===== config.mk =====
export PLATFORM = sky130hd
export DESIGN_NAME = sram_write_scheduler
export DESIGN_NICKNAME = d
export VERILOG_FILES = /design/src/rtl/sram_write_scheduler.sv
export SDC_FILE = /design/constraint.sdc
export NUM_CORES = 1
export LEC_CHECK = 0
export CORE_MARGIN = 2
export CORE_UTILIZATION = 55
export CTS_BUF_LIST = sky130_fd_sc_hd__clkbuf_4 sky130_fd_sc_hd__clkbuf_8
export DETAILED_ROUTE_END_ITERATION = 7
export DONT_BUFFER_PORTS = 1
export HOLD_SLACK_MARGIN = 0.08
export PLACE_DENSITY = 0.76
export SKIP_LAST_GASP = 1
export SYNTH_ARGS = -nofsm -noshare
export SYNTH_HDL_FRONTEND = slang
export SYNTH_SLANG_ARGS = --single-unit

===== constraint.sdc =====
create_clock -name clk -period 3 [get_ports clk]
set_input_delay 0.3 -clock clk [delete_from_list [all_inputs] [get_ports clk]]
set_output_delay 0.3 -clock clk [all_outputs]
set_load 0.01 [all_outputs]

===== src/rtl/sram_write_scheduler.sv =====
// Two-client round-robin write scheduler feeding the SRAM controller's renderer slot.
// Accepted writes queue in a small FIFO; the head is presented until the slot-done pulse retires it.
module sram_write_scheduler #(
  parameter int ADDR_W = 20,
  parameter int DATA_W = 32,
  parameter int DEPTH  = 4
) (
  input  logic                     clk,
  input  logic                     rst,
  input  logic                     aValid,
  output logic                     aReady,
  input  logic [ADDR_W-1:0]        aAddress,
  input  logic [DATA_W-1:0]        aData,
  input  logic                     bValid,
  output logic                     bReady,
  input  logic [ADDR_W-1:0]        bAddress,
  input  logic [DATA_W-1:0]        bData,
  input  logic                     slotDone,
  output logic [ADDR_W-1:0]        reqAddress,
  output logic [DATA_W-1:0]        reqDout,
  output logic                     reqWeN,
  output logic                     reqOeN,
  output logic                     reqDen,
  output logic                     busy,
  output logic [$clog2(DEPTH):0]   level
);

  localparam int PTR_W = $clog2(DEPTH);
  localparam int CNT_W = PTR_W + 1;

  typedef enum logic {RR_A, RR_B} rr_t;

  rr_t               rr_q, rr_d;
  logic [PTR_W-1:0]  wr_ptr, rd_ptr;
  logic [CNT_W-1:0]  count;
  logic [ADDR_W-1:0] addr_mem [DEPTH];
  logic [DATA_W-1:0] data_mem [DEPTH];

  logic full, empty, push_a, push_b, push, pop;
  logic [ADDR_W-1:0] push_addr;
  logic [DATA_W-1:0] push_data;

  assign full  = (count == CNT_W'(DEPTH));
  assign empty = (count == '0);

  always_ff @(posedge clk or negedge rst) begin
    if (!rst) rr_q <= RR_A;
    else      rr_q <= rr_d;
  end

  // With no requester, ready advertises the favoured client so a lone arrival is taken at once.
  always_comb begin
    aReady = 1'b0;
    bReady = 1'b0;
    if (!full) begin
      if (aValid && bValid) begin
        aReady = (rr_q == RR_A);
        bReady = (rr_q == RR_B);
      end else if (aValid) begin
        aReady = 1'b1;
      end else if (bValid) begin
        bReady = 1'b1;
      end else begin
        aReady = (rr_q == RR_A);
        bReady = (rr_q == RR_B);
      end
    end
    push_a = aValid && aReady;
    push_b = bValid && bReady;
    rr_d   = rr_q;
    if (push_a)      rr_d = RR_B;
    else if (push_b) rr_d = RR_A;
  end

  assign push      = push_a || push_b;
  assign pop       = slotDone && !empty;
  assign push_addr = push_a ? aAddress : bAddress;
  assign push_data = push_a ? aData : bData;

  always_ff @(posedge clk or negedge rst) begin
    if (!rst) begin
      wr_ptr <= '0;
      rd_ptr <= '0;
      count  <= '0;
    end else begin
      if (push) wr_ptr <= wr_ptr + 1'b1;
      if (pop)  rd_ptr <= rd_ptr + 1'b1;
      case ({push, pop})
        2'b10:   count <= count + 1'b1;
        2'b01:   count <= count - 1'b1;
        default: count <= count;
      endcase
    end
  end

  always_ff @(posedge clk) begin
    if (push) begin
      addr_mem[wr_ptr] <= push_addr;
      data_mem[wr_ptr] <= push_data;
    end
  end

  // Driven from registered state only, so an asynchronous reset drops the request immediately.
  always_comb begin
    reqAddress = '0;
    reqDout    = '0;
    reqWeN     = 1'b1;
    reqOeN     = 1'b1;
    reqDen     = 1'b0;
    if (!empty) begin
      reqAddress = addr_mem[rd_ptr];
      reqDout    = data_mem[rd_ptr];
      reqWeN     = 1'b0;
      reqDen     = 1'b1;
    end
  end

  assign busy  = !empty;
  assign level = count;

  a_no_overflow:  assert property (@(posedge clk) disable iff (!rst) !(push && full));
  a_no_underflow: assert property (@(posedge clk) disable iff (!rst) !(pop && empty));

endmodule


==> results by group, run 1 <==
STA
  • Setup TNS Final: 0 ps
  • Final setup vio count: 0
  • Hold_ws: 132 ps
  • Hold Vio Cnt, Final: 0
  • Minimum clock period: 2730 ps
  • Fin. max-slew vios: 0
  • RSZ-0062 raised after global routing: false
  • Clock Skew: 9.02 ps
  • Fmax: 0.367 GHz
  • Measured slew at the worst slew-check pin: 617 ps
  • Period utilization: 90.9%
  • Slew Limit Headroom: 58.8%

Die
  • Die Y: 134 um
  • Row cnt: 47
  • DIE WIDTH: 134 um
  • Ports: 170
  • Core box area: 0.0165 sq mm
  • Initial Util: 56.0%
  • Die ar.: 0.0178 sq mm

Route
  • Initial DRC Count: 230
  • DR vias/cell: 5.58
  • Antenna-violating nets left: 0
  • # DRC: 0
  • DRT Wirelength: 16900 um
  • Total number of vias: 4531
  • WL/cell: 20.8 um
  • DR pass1 iterations: 5

Power
  • Max VDD drop: 0.741 mV
  • P per Cell Area: 998 mW/mm^2
  • Pleak: 3.95 nW

Critical path
  • Req. time, crit path: 3210 ps
  • Slowest stage delay, CP: 610 ps
  • Kind of critical path: flip-flop to flip-flop
  • R2r worst-path depth: 5
  • CP endpoint kind: flip-flop
  • Worst-path fanout max: 23
  • Crit path launch type: flip-flop
  • Reg-to-reg critical path startpoint: level[0]
  • Slowest CP cell: dlygate4sd3_1
  • R2R setup slack: 270 ps
  • Reg2reg end: addr_mem[0][0]
  • Critical-path cell list: or3b_4 -> nand3_4 -> buf_4 -> mux2_2 -> dlygate4sd3_1
  • WP data arrival: 2940 ps

Clock tree
  • CTS max path bufs: 3
  • Setup Buffers After CTS: 0
  • Clock transition at path regs: 60 ps
  • Worst-Skew Late Latency: 480 ps
  • Clock root buffer master: clkbuf_8
  • CTS Hold Bufs: 106
  • CTS Buf Count: 34
  • CTS tree: yes
  • Htree depth: 2
  • Post_cts resized: 0
  • Clock sinks: 216

Finish
  • Filler instances: 1061
  • Nets: 683
  • Area growth syn-to-layout: 21.0%
  • Antenna Cells: 0
  • Layout cells sized above 1: 30.4%

Global route
  • Gr ovfl total: 0
  • First-pass GRT wire length: 26100 um
  • Total GRT Usage: 19.3%
  • Vias in the first global route: 4929
  • Initial antenna violation count: 1
  • Largest net degree at the start of global routing: 57

Synth
  • Syn_nets: 554
  • Sequential cell area fraction in the yosys report: 69.9%
  • Number of synthesis warnings: 0
  • Cells after synthesis: 439
  • Number of synthesized register bits: 216
  • Mapped Area: 0.00923 sq mm
  • Synth unique cells: 27
  • Mean Syn Cell Area: 21.0 sq um

Flow run
  • Maximum Capacitance Violations: 0

Hold path
  • Worst hold path type: input pin to flip-flop
  • Hold depth: 1
  • Critical hold path startpoint: aData[31]
  • Endpoint, Worst Hold: data_mem[2][31]

Placement
  • GPL Wtd Cong: 0.705
  • Final HPWL from detailed placement: 9200 um
  • Buffers on Ports: 0

Status
  • Status: finished clean
## routing by layer
metal | vias to the layer above | GRT usage [%] | part of all wire [%]
met2 | 155 | 33.8 | 54
met4 | 2 | 6.15 | 1.2
met3 | 19 | 4.79 | 5.7
li1 | 2006 | - | -
met1 | 2349 | 23.7 | 39
met5 | - | 0 | 0.095
## cell usage in the layout, fill, tap and decap left out, drive strengths merged
master | Yosys | final
o21ai | 2 | 2
clkbuf | 6 | 49
dfrtp | 8 | 8
dlygate4sd3 | 0 | 106
clkinv | 0 | 11
or3b | 1 | 1
buf | 19 | 12
ha | 5 | 5
fa | 1 | 1
xnor2 | 3 | 3
nand3 | 2 | 2
nor3b | 1 | 1
conb | 1 | 1
mux2 | 53 | 53
nand2 | 2 | 2
xor2 | 3 | 3
mux4 | 52 | 52
or3 | 1 | 1
nor2 | 5 | 5
and2 | 58 | 58
inv | 7 | 7
mux2i | 1 | 1
edfxtp | 208 | 208
## flip-flops by register name, summed over array words and instances, names as in the netlist
signal and count:
data_mem 128, wr_ptr 2, rd_ptr 2, level 3
addr_mem 80, rr_q 1
## cells in the mapped netlist
cell	count	area [sq um]
nand3_1	1	5.00
dfrtp_1	8	200
mux2i_1	1	10.0
o21ai_0	2	10.0
nor2_1	5	18.8
or3b_4	1	11.3
clkbuf_1	6	22.5
mux2_4	49	736
conb_1	1	3.75
nand3_4	1	17.5
and2_1	57	357
mux4_2	52	1170
buf_2	3	15.0
xnor2_1	3	26.3
xor2_1	3	26.3
or3_1	1	6.26
nand2_1	2	7.51
buf_4	7	52.6
mux2_2	4	45.0
inv_1	7	26.3
edfxtp_1	208	6250
nor3b_1	1	7.51
ha_1	5	62.6
buf_12	5	100
buf_1	4	15.0
fa_1	1	20.0
and2_2	1	7.51
## cells by family (layout without fill, tap and decap cells)
kind of cell / after synthesis / in the layout / share of synthesized area [%]
AO/OA/AOI/OAI: 2 / 2 / 0.108
XOR/XNOR: 6 / 6 / 0.570
adder cells (fa/ha/maj): 6 / 6 / 0.895
buffers and inverters: 32 / 185 / 2.51
flip-flops: 216 / 216 / 69.9
multiplexers: 106 / 106 / 21.3
other: 1 / 1 / 0.0406
AND/OR/NAND/NOR: 70 / 70 / 4.75
## power by group
part           internal [mW]  leakage, nW  switching, mW
Combinational           1.88         1.59           2.20
Sequential              4.51         2.01          0.252
Clock                   1.28        0.348           1.01
Total                   7.68         3.95           3.47
## through the flow
| step | util [%] | area [sq um] | instances | setup WS [ps] | power [mW] |
|---|---|---|---|---|---|
| after floorplan | - | 9230 | 439 | 398 | 7.84 |
| after global placement | 57.5 | 9460 | 646 | 877 | 8.58 |
| after detailed placement | 57.5 | 9460 | 646 | 705 | 8.72 |
| after CTS | 67.8 | 11200 | 812 | 308 | 11.3 |
| after global routing | 67.8 | 11200 | 812 | 217 | 11.7 |
| final | 67.8 | 11200 | 812 | 273 | 11.1 |
## worst max path at each step
stage / depth (start not counted) / to / slack (ps) / startpoint
after floorplan: 3 / addr_mem[0][0] / 400 / level[2]
after global placement: 9 / level[2] / 880 / level[0]
after detailed placement: 9 / level[2] / 710 / level[0]
after CTS: 5 / addr_mem[0][0] / 310 / level[0]
after global routing: 5 / addr_mem[1][0] / 220 / level[0]
final: 5 / addr_mem[0][0] / 270 / level[0]
## worst max-delay path, delay by kind of cell (launching register included)
kind	cells	cell delay, ps
flops	1	480
simple gates	2	560
mux	1	400
buf+inv	2	1000
## layout make-up
class	instances	area [sq um]	share of cell area (%)
clock buffers	49	599	5.37
clock inverters	11	46.3	0.415
inverters	7	26.3	0.235
multi-input cells	191	2550	22.9
flip-flops and latches	216	6450	57.8
well taps	220	275	2.46
repair buffers	118	1210	10.9
(Power assumes the default switching activity.)
==> run 2: changes to the inputs <==
Settings changed: RECOVER_POWER set to 100.
Clock period 3 ns to 3.3 ns, I/O delays scaled along.
==> run 2 against run 1 <==
Effect of this change: die area unchanged; total power decreased by 9.2%; register-to-register slack improved by 110 ps; worst hold slack got worse by 15 ps; sequential power decreased by 7.6%.
==> results by group, run 2 (synthesis gave the netlist of run 1 again) <==
Critical path
  • Slowest stage delay, CP: 700 ps (+90 ps)
  • R2R setup slack: 380 ps (+110 ps)
  • Kind of critical path: flip-flop to output port
  • Slowest CP cell: clkbuf_2
  • WP data arrival: 2670 ps (-270 ps)
  • CP top delay family: simple AND/OR/NAND/NOR gates
  • CP endpoint kind: output port
  • Crit path buffers/inverters: 1 (-1)
  • Req. time, crit path: 2970 ps (-240 ps)
  • Critical-path cell list: or3_2 -> clkbuf_2 -> and2_0
  • Worst-path fanout max: 56 (+140%)
  • Crit path launch type: flip-flop

Finish
  • Util after Layout: 66.8% (-1.0 points)
  • Design Area, Final: 0.0110 sq mm (-1.5%)
  • Post-Layout Cell Count: 806 (-0.74%)
  • Area growth syn-to-layout: 19.2%
  • Nets: 676 (-1.0%)
  • Reg with most FFs: data_mem
  • Commonest non-fill, non-tap cells in the layout: edfxtp_1, dlygate4sd3_1, and2_0
  • Largest register FFs: 128 (unchanged)
  • Antenna Cells: 0 (unchanged)
  • Most common cell after layout, fill and taps aside: edfxtp_1
  • Layout cells sized above 1: 21.2% (-9.2 points)

Clock tree
  • Clock sinks: 216 (unchanged)
  • Htree depth: 2 (unchanged)
  • Post_cts resized: 0 (unchanged)
  • Setup Buffers After CTS: 0 (unchanged)
  • CTS Buf Count: 34 (unchanged)
  • Worst-Skew Late Latency: 510 ps (+30 ps)
  • CTS max path bufs: 3 (unchanged)
  • Clock root buffer master: clkbuf_8
  • Clock transition at path regs: 60 ps (about the same)
  • CTS tree: yes

STA
  • Fmax: 0.333 GHz
  • Period utilization: 90.9%
  • RSZ-0062 raised after global routing: false
  • Measured slew at the worst slew-check pin: 1460 ps (+843 ps)
  • Minimum clock period: 3000 ps
  • Slew Limit Headroom: 2.57% (-56 points)
  • Setup TNS Final: 0 ps (unchanged)
  • Final setup vio count: 0 (unchanged)
  • Hold_ws: 117 ps (-15.0 ps)
  • Clock Skew: 15.7 ps (+6.66 ps)
  • Hold Vio Cnt, Final: 0 (unchanged)
  • Fin. max-slew vios: 0 (unchanged)
  • Worst setup margin: 299 ps (+26.2 ps)

Die
  • Core box area: 0.0165 sq mm (unchanged)
  • DIE WIDTH: 134 um (unchanged)
  • Ports: 170 (unchanged)
  • Die ar.: 0.0178 sq mm (unchanged)
  • Initial Util: 56.0% (unchanged)
  • Row cnt: 47 (unchanged)
  • Die Y: 134 um (unchanged)

Placement
  • # placed instances: 642 (-0.62%)
  • Final HPWL from detailed placement: 9560 um (+3.9%)
  • Post-Place Setup Slack: 927 ps (+222 ps)
  • Placed instance area: 0.00946 sq mm (about the same)
  • GPL Wtd Cong: 0.698 (-1.1%)
  • Buffers on Ports: 0 (unchanged)

Global route
  • Total GRT Usage: 19.8% (+0.50 points)
  • Gr ovfl total: 0 (unchanged)
  • First-pass GRT wire length: 26300 um (+0.79%)
  • Initial antenna violation count: 0 (-1)
  • Largest net degree at the start of global routing: 57 (unchanged)
  • Vias in the first global route: 4786 (-2.9%)

Route
  • DR pass1 iterations: 4 (-1)
  • WL/cell: 21.7 um (+4.6%)
  • DRT Wirelength: 17500 um (+3.8%)
  • Total number of vias: 4511 (-0.44%)
  • DR vias/cell: 5.60 (+0.30%)
  • # DRC: 0 (unchanged)
  • Antenna-violating nets left: 0 (unchanged)
  • Initial DRC Count: 256 (+11%)

Power
  • Total power: 10.1 mW (-9.2%)
  • Max VDD drop: 0.633 mV (-15%)
  • Pleak: 3.69 nW (-6.6%)
  • P per Cell Area: 921 mW/mm^2 (-7.8%)

Flow run
  • Maximum Capacitance Violations: 0 (unchanged)

Status
  • Status: finished clean

Hold path
  • Worst hold path type: input pin to flip-flop
==> run 2: cell types whose count changed in the layout (fill, tap and decap cells not counted), moves of 2 or more <==
| cell | change |
|---|---|
| and2_0 | +55 |
| and2_1 | -51 |
| and2_2 | -4 |
| buf_12 | +2 |
| buf_4 | -7 |
| clkbuf_4 | -5 |
| clkbuf_8 | +4 |
| clkinv_1 | -3 |
| clkinv_2 | +3 |
| dlygate4sd3_1 | -3 |
| mux2_1 | +51 |
| mux2_2 | -2 |
| mux2_4 | -49 |
==> run 2: layout make-up <==
cell class              instances  area, sq um
flip-flops and latches        216         6450
multi-input cells             191         2360
clock inverters                13         87.6
fillers                      1132         5470
repair buffers                111         1180
inverters                       7         26.3
well taps                     220          275
clock buffers                  48          617
==> run 2: power by group <==
group          total [mW]  internal [mW]  switching [mW]
Combinational        3.44           1.53            1.91
Sequential           4.40           4.11           0.293
Clock                2.28           1.29           0.989
==> run 2: timing repair <==
item	in CTS	in global routing
hold buffers	103	0
setup endpoints to repair	0	0
endpoints found under the hold margin	211	0
==> run 2: final timing paths <==
check	depth (start not counted)	startpoint	endpoint
max	3	level[0]	reqAddress[12]
min	3	aValid	rr_q
max reg2reg	4	level[2]	addr_mem[2][4]
min reg2reg	2	rr_q	rr_q
max in group asynchronous	1	rst	rd_ptr[0]
min in group asynchronous	1	rst	rd_ptr[1]
==> run 2: worst min-delay path, stage by stage <==
cell and delay, ps:
nor2_1 30, o21ai_0 160, nand2_1 50
==> run 2: per-layer routing <==
| layer | track usage, % | vias to the layer above | wire (um) |
|---|---|---|---|
| met3 | 4.72 | 25 | 909 |
| met1 | 25.4 | 2343 | 7190 |
| met4 | 6.26 | 0 | 259 |
| li1 | - | 1989 | - |
| met2 | 33.8 | 154 | 9160 |
| met5 | 0 | - | 0 |
